==> src/rtl/eth_measurer_tx.sv <==
// Ping/measurement frame generator: emits one fixed-layout Ethernet frame (no FCS)
// per accepted trigger over an 8-bit AXI-Stream master.
module eth_measurer_tx #(
  parameter logic [47:0] src_mac    = 48'h00_00_00_00_00_00,
  parameter logic [31:0] identifier = 32'h00000000,
  parameter logic [15:0] ethertype  = 16'h88B5,
  parameter int unsigned frame_len  = 60
) (
  input  logic        clk,
  input  logic        rst_n,
  input  logic        trigger,
  input  logic [63:0] ping_id,
  output logic        busy,
  output logic [31:0] frames_sent,
  output logic [7:0]  m_axis_tdata,
  output logic        m_axis_tkeep,
  output logic        m_axis_tlast,
  output logic        m_axis_tvalid,
  input  logic        m_axis_tready
);

  localparam int unsigned IDX_W     = 11;
  localparam int unsigned HDR_BYTES = 18;
  localparam int unsigned PING_END  = 26;
  localparam int unsigned HDR_W     = 8 * HDR_BYTES;
  localparam logic [HDR_W-1:0]  HDR      = {48'hFFFF_FFFF_FFFF, src_mac, ethertype, identifier};
  localparam logic [IDX_W-1:0]  LAST_IDX = IDX_W'(frame_len - 1);

  if (frame_len < 26 || frame_len > 1514) begin : g_bad_frame_len
    $error("eth_measurer_tx: frame_len must be within 26..1514");
  end

  typedef enum logic {
    IDLE = 1'b0,
    SEND = 1'b1
  } state_e;

  state_e           state_q, state_d;
  logic [IDX_W-1:0] idx_q, idx_d;
  logic [63:0]      ping_q, ping_d;
  logic [31:0]      cnt_q, cnt_d;
  logic [7:0]       data_q, data_d;
  logic             last_q, last_d;

  // Byte at a given frame offset: constant header, then latched ping, then zero pad.
  function automatic logic [7:0] frame_byte(input logic [IDX_W-1:0] idx, input logic [63:0] ping);
    int unsigned      i;
    logic [HDR_W-1:0] hs;
    logic [63:0]      ps;
    i  = 32'(idx);
    hs = '0;
    ps = '0;
    frame_byte = 8'h00;
    if (i < HDR_BYTES) begin
      hs = HDR << (8 * i);
      frame_byte = hs[HDR_W-1 -: 8];
    end else if (i < PING_END) begin
      ps = ping << (8 * (i - HDR_BYTES));
      frame_byte = ps[63:56];
    end
  endfunction

  always_ff @(posedge clk or negedge rst_n) begin
    if (!rst_n) begin
      state_q <= IDLE;
      idx_q   <= '0;
      ping_q  <= '0;
      cnt_q   <= '0;
      data_q  <= '0;
      last_q  <= 1'b0;
    end else begin
      state_q <= state_d;
      idx_q   <= idx_d;
      ping_q  <= ping_d;
      cnt_q   <= cnt_d;
      data_q  <= data_d;
      last_q  <= last_d;
    end
  end

  // Data and tlast are precomputed for the index being presented, so they hold during stalls.
  always_comb begin
    state_d = state_q;
    idx_d   = idx_q;
    ping_d  = ping_q;
    cnt_d   = cnt_q;
    data_d  = data_q;
    last_d  = last_q;
    case (state_q)
      IDLE: begin
        if (trigger) begin
          state_d = SEND;
          idx_d   = '0;
          ping_d  = ping_id;
          data_d  = frame_byte('0, ping_id);
          last_d  = 1'b0;
        end
      end
      SEND: begin
        if (m_axis_tready) begin
          if (last_q) begin
            state_d = IDLE;
            idx_d   = '0;
            cnt_d   = cnt_q + 32'd1;
            data_d  = 8'h00;
            last_d  = 1'b0;
          end else begin
            idx_d  = idx_q + IDX_W'(1);
            data_d = frame_byte(idx_d, ping_q);
            last_d = (idx_d == LAST_IDX);
          end
        end
      end
      default: state_d = IDLE;
    endcase
  end

  assign busy          = (state_q == SEND);
  assign m_axis_tvalid = busy;
  assign m_axis_tkeep  = busy;
  assign m_axis_tlast  = last_q;
  assign m_axis_tdata  = data_q;
  assign frames_sent   = cnt_q;

endmodule

==> config.mk <==
export PLATFORM = sky130hd
export DESIGN_NAME = eth_measurer_tx
export DESIGN_NICKNAME = d
export VERILOG_FILES = /design/src/rtl/eth_measurer_tx.sv
export SDC_FILE = /design/constraint.sdc
export NUM_CORES = 1
export LEC_CHECK = 0
export CAP_MARGIN = 10
export CORE_ASPECT_RATIO = 1.4
export CORE_MARGIN = 3
export CORE_UTILIZATION = 47
export CTS_CLUSTER_SIZE = 24
export DETAILED_ROUTE_END_ITERATION = 10
export PLACE_DENSITY = 0.76
export SYNTH_ARGS = -nofsm -noshare
export SYNTH_HDL_FRONTEND = slang
export SYNTH_SLANG_ARGS = --single-unit
export TNS_END_PERCENT = 10
==> constraint.sdc <==
create_clock -name clk -period 2.7 [get_ports clk]
set_input_delay 0.27 -clock clk [delete_from_list [all_inputs] [get_ports clk]]
set_output_delay 0.27 -clock clk [all_outputs]
set_load 0.05 [all_outputs]
Word level (Yosys, flattened, before mapping)
Cells that the tools add are included.
Word-level totals
  input port bits: 68
  register bits: 117
  word-level logic and storage cells: 38
Operators by class
  $add $sub $neg: 3
  shift-type cells: 2
  reduce and logical (&&, ||, !) cells: 3
  eq/ne operators: 3
  order comparisons: 2
  bitwise gates (word level): 1
  muxes and demuxes: 18
Operators with widths (count)
  144-bit by 14-bit << shifter with 144-bit output (first input constant): 1
  64-bit by 32-bit << shifter with 64-bit output: 1
  8-bit two-way mux: 5
  11-bit two-way mux: 3
  32-bit by 1-bit adder with 32-bit output (second input constant): 1
  11-bit by 5-bit < comparator with 1-bit output (second input constant): 2
  11-bit one-hot mux with 2 select lines: 1
  8-bit one-hot mux with 2 select lines: 1
  11-bit by 5-bit subtractor with 12-bit output (second input constant): 1
  11-bit by 1-bit adder with 11-bit output (second input constant): 1
  11-bit by 6-bit equality test with 1-bit output (second input constant): 1
  1-bit two-way mux: 6
  2-bit != test (second input constant): 2
  1-bit one-hot mux with 2 select lines: 2
  2-bit AND reduction: 2
  3-bit AND reduction: 1
  1-bit NOT: 1

Depth between registers and ports, before layout
  depth after elaboration: 8
  depth in mapped cells: 10
  gate-level depth less buffers: 8

Worst setup path before layout
No wires, ideal clock.
  path type: flip-flop to flip-flop
  start: register idx_q[0]
  end: register data_q[0], in the netlist m_axis_tdata[0]
  path slack: -269 ps
  data arrival time: 2883 ps
  stages on the path, launching flop included: 11
  clock period less this slack: 2969 ps
  path through: dfrtp_1 -> clkbuf_2 -> buf_2 -> inv_1 -> ha_1 -> ha_1 -> and3b_1 -> o21a_1 -> a311o_1 -> or4_4 -> o211ai_1
On the way
  cells in the longest elaborated chain, start to end: 8
  elaborated cells between the ends (all ways): 11
Ends and longest elaborated chain
  start: declaration: line 39  | logic [IDX_W-1:0] idx_q, idx_d;
  start signal: assignment: line 73  | idx_q <= idx_d;
  11-bit by 1-bit adder with 11-bit output *: line 108  | idx_d = idx_q + IDX_W'(1);
  11-bit by 5-bit subtractor with 12-bit output: line 58  | ps = ping << (8 * (i - HDR_BYTES));
  64-bit by 32-bit << shifter with 64-bit output: line 58
  8-bit two-way mux: line 57  | end else if (i < PING_END) begin
  8-bit two-way mux *: line 54  | if (i < HDR_BYTES) begin
  8-bit two-way mux *: line 101  | if (last_q) begin
  8-bit two-way mux *: line 100  | if (m_axis_tready) begin
  8-bit one-hot mux with 2 select lines *: line 89  | case (state_q)
  end signal: assignment: line 76  | data_q <= data_d;
  end: declaration: line 42  | logic [7:0] data_q, data_d;
Every way passes the cells marked *; elsewhere a longest branch is shown, timed or not. The select of a mux whose other input is x is not followed.
A chain may end at the register's enable or synchronous reset.

Worst setup path after layout
Same ends and word-level chain as after synthesis.

==> metrics.yaml <==
crit_top_cell: "ha_1"
area_delta_synth_final_pct: 34.8
synth_flop_cell: "dfrtp_1"
cts_made_buffers: 17
dieArea_sq_um: 13700
place.gp.congestion: 0.927
crit_family: "simple AND/OR/NAND/NOR gates"
irDropWorstVdd_v: 0.000454
antenna_found_initial: 0
final_layout_size_suffix_gt1_share_pct: 22.9
place_hpwl_um: 10100
initial_utilization_pct: 48.3
hold_path_class: "input port to asynchronous set/reset pin"
routed-via-count: 4331
crit_chain: "ha_1, xnor2_2, ha_1, and3b_1, o21a_1, a311o_1, or4_4, o211ai_1"
cts_resized: 0
synth_cells: 483
max_freq_ghz: 0.393
dieHeight_um: 137
place_ws_ns: 0.171
nets: 671
dr.pass1.iters: 4
cts_tree: "built"
hold_viol: 0
drv_cap: 0
cts.sinks: 117
worstPathArrival_ns: 2.86
coreArea_sq_um: 11900
via_per_inst: 5.71
final.min_clock_period_ns: 2.55
dieWidth_um: 99.6
row_count: 47
p_leak_uw: 0.00333
clock_latency_ns: 0.41
drt_first_iter_violations: 267
critPathMaxStageDelay_ns: 0.55
status: "finished, final reports clean"
cpMaxStageDelayCell: "or4_4"
clockRootBuffer: "clkbuf_16"
path_clk_slew_ns: 0.05
finClkSkew_ns: 0.00863
wl_per_cell_um: 18.5
power_uw: 6250
drt.antenna.violating_nets: 0
fin_ws_ns: 0.154
synth.distinct_cells: 49
end_kind: "register"
worst-path-buf-inv: 0
syn-cell-area_sq_um: 5770
setup_tns_ns: 0
grt_pass1_vias: 4497
wirelength_um: 14000
overflow: 0
ys_top_cells_by_area: "dfrtp_1 (51%), mux2_2 (12%), mux4_2 (6.2%)"
h-tree-depth: 4
synth_edf_count: 0
setup_viol: 0
crit_path_start_kind: "register"
ys_seq_area_share_pct: 50.7
ios: 112
critPathMaxFanout: 4
finalCritPeriodShare_pct: 94.3
synth_nets: 555
final_max_slew_viol_count: 0
yosys_warnings: 0
clockBufferDepth: 2
required_ns: 3.02
numPortBuffers: 111
power_density_nw_per_um2: 803
grt_start_max_net_pins: 74
synth_top_area_share_pct: 50.7
critPathKind: "register to register"
yosys.area.top_type: "dfrtp_1"
gr-usage-all-layers_pct: 21.6
async_flop_share_pct: 100
grt_pass1_wl_um: 22800
relSlewSlack_pct: 59.6
rsz0062_at_grt: "no"
ys_seq_elements: 117
synth_area_per_cell_sq_um: 11.9
drc: 0
worst_pin_slew_ns: 0.600
antenna_cells: 0
[routing by layer]
| metal | wire length [um] | vias up | GRT usage [%] |
|---|---|---|---|
| met3 | 640 | 23 | 4.23 |
| met4 | 259 | 0 | 7.97 |
| li1 | - | 1992 | - |
| met1 | 5590 | 2174 | 25.2 |
| met5 | 0 | - | 0 |
| met2 | 7540 | 142 | 39.1 |
[cells by family (layout without fill, tap and decap cells)]
family | Yosys count | in the layout | share of synthesized area (%)
multiplexers | 88 | 88 | 20.1
buffers and inverters | 39 | 168 | 3.01
flip-flops | 117 | 117 | 50.7
AND/OR/NAND/NOR | 136 | 136 | 12.4
XOR/XNOR | 36 | 36 | 5.46
adder cells (fa/ha/maj) | 4 | 4 | 0.867
AO/OA/AOI/OAI | 63 | 63 | 7.37
[synthesized netlist by cell type (3+ instances only)]
cell      instances
xnor2_1          21
mux4_2           16
nor2_1           26
clkbuf_2          3
nor3_1           11
o21ai_0          25
nand4_1          14
and3_1            9
clkbuf_1         22
buf_2             4
buf_4             3
inv_1             6
o31ai_1           6
and4_1            3
and3b_1           3
xor2_1           15
nand3_1          16
nand2b_1          4
nand2_1          28
o221a_2           3
a21oi_1           7
and2_1            6
or3_1             3
mux2i_1           8
ha_1              4
nor2b_1           3
o211ai_1          4
mux2_2           64
dfrtp_1         117
a211oi_1          3
[flip-flops by register name, summed over array words and instances (netlist names)]
register      count
busy              1
frames_sent      32
idx_q            11
m_axis_tdata      8
m_axis_tlast      1
ping_q           64
[report_power, final]
part / total (uW) / internal [uW] / switching [uW]
Clock: 2530 / 1700 / 832
Combinational: 1670 / 810 / 855
Sequential: 2050 / 1930 / 117
Total: 6250 / 4440 / 1800
[cells in the final DEF, fill, tap and decap left out, types with 3 or more instances in the layout]
cell type        count
xnor2_1             20
xor2_1              15
and3_1               9
a21oi_1              7
o221a_2              3
clkinv_4             3
and4_1               3
and2_1               6
o211ai_1             4
mux2_2              64
mux2i_1              8
or3_1                3
buf_4               17
inv_1                5
nand3_1             16
ha_1                 3
nor2_1              26
nand2_1             28
a211oi_1             3
mux4_2              16
nand2b_1             4
clkdlybuf4s50_1    110
bufinv_16            5
clkbuf_16           17
and3b_1              3
dfrtp_1            117
o31ai_1              6
inv_6                3
nand4_1             14
o21ai_0             25
nor3_1              11
[through the flow]
stage | utilization (%) | cell area (sq um) | cells | hold WS [ns]
4_1_cts | 65.2 | 7780 | 759 | 0.334
6_report | 65.2 | 7780 | 759 | 0.320
3_3_place_gp | 59.5 | 7100 | 726 | 0.205
2_1_floorplan | - | 5800 | 483 | -0.0256
5_1_grt | 65.2 | 7780 | 759 | 0.350
3_5_place_dp | 59.5 | 7100 | 726 | 0.209
[final cells by class]
cell class                      count  area, sq um
Fill cell                         897         4160
Sequential cell                   117         2930
Multi-Input combinational cell    327         2700
Timing Repair Buffer              130         1280
Clock buffer                       19          453
Clock inverter                     13          218
Tap cell                          147          184
Inverter                            6         22.5
[repair_timing]
item | 4_1_cts | 5_1_grt
hold endpoints to repair | 23 | 0
hold buffers | 1 | 0
setup endpoints to repair | 0 | 0
buffers inserted | 0 | 0
[worst paths after layout]
path / start / cells after the start / slack [ns] / to
min in group clk: ping_id[40] / 2 / 0.47 / ping_q[40]
setup reg to reg: idx_q[0] / 8 / 0.15 / m_axis_tdata[0]
setup / recovery: idx_q[0] / 8 / 0.15 / m_axis_tdata[0]
hold / removal: rst_n / 2 / 0.32 / ping_q[3]
hold reg to reg: frames_sent[31] / 1 / 0.48 / frames_sent[31]
max in group asynchronous: rst_n / 3 / 1.63 / ping_q[12]
(Power assumes the default switching activity.)
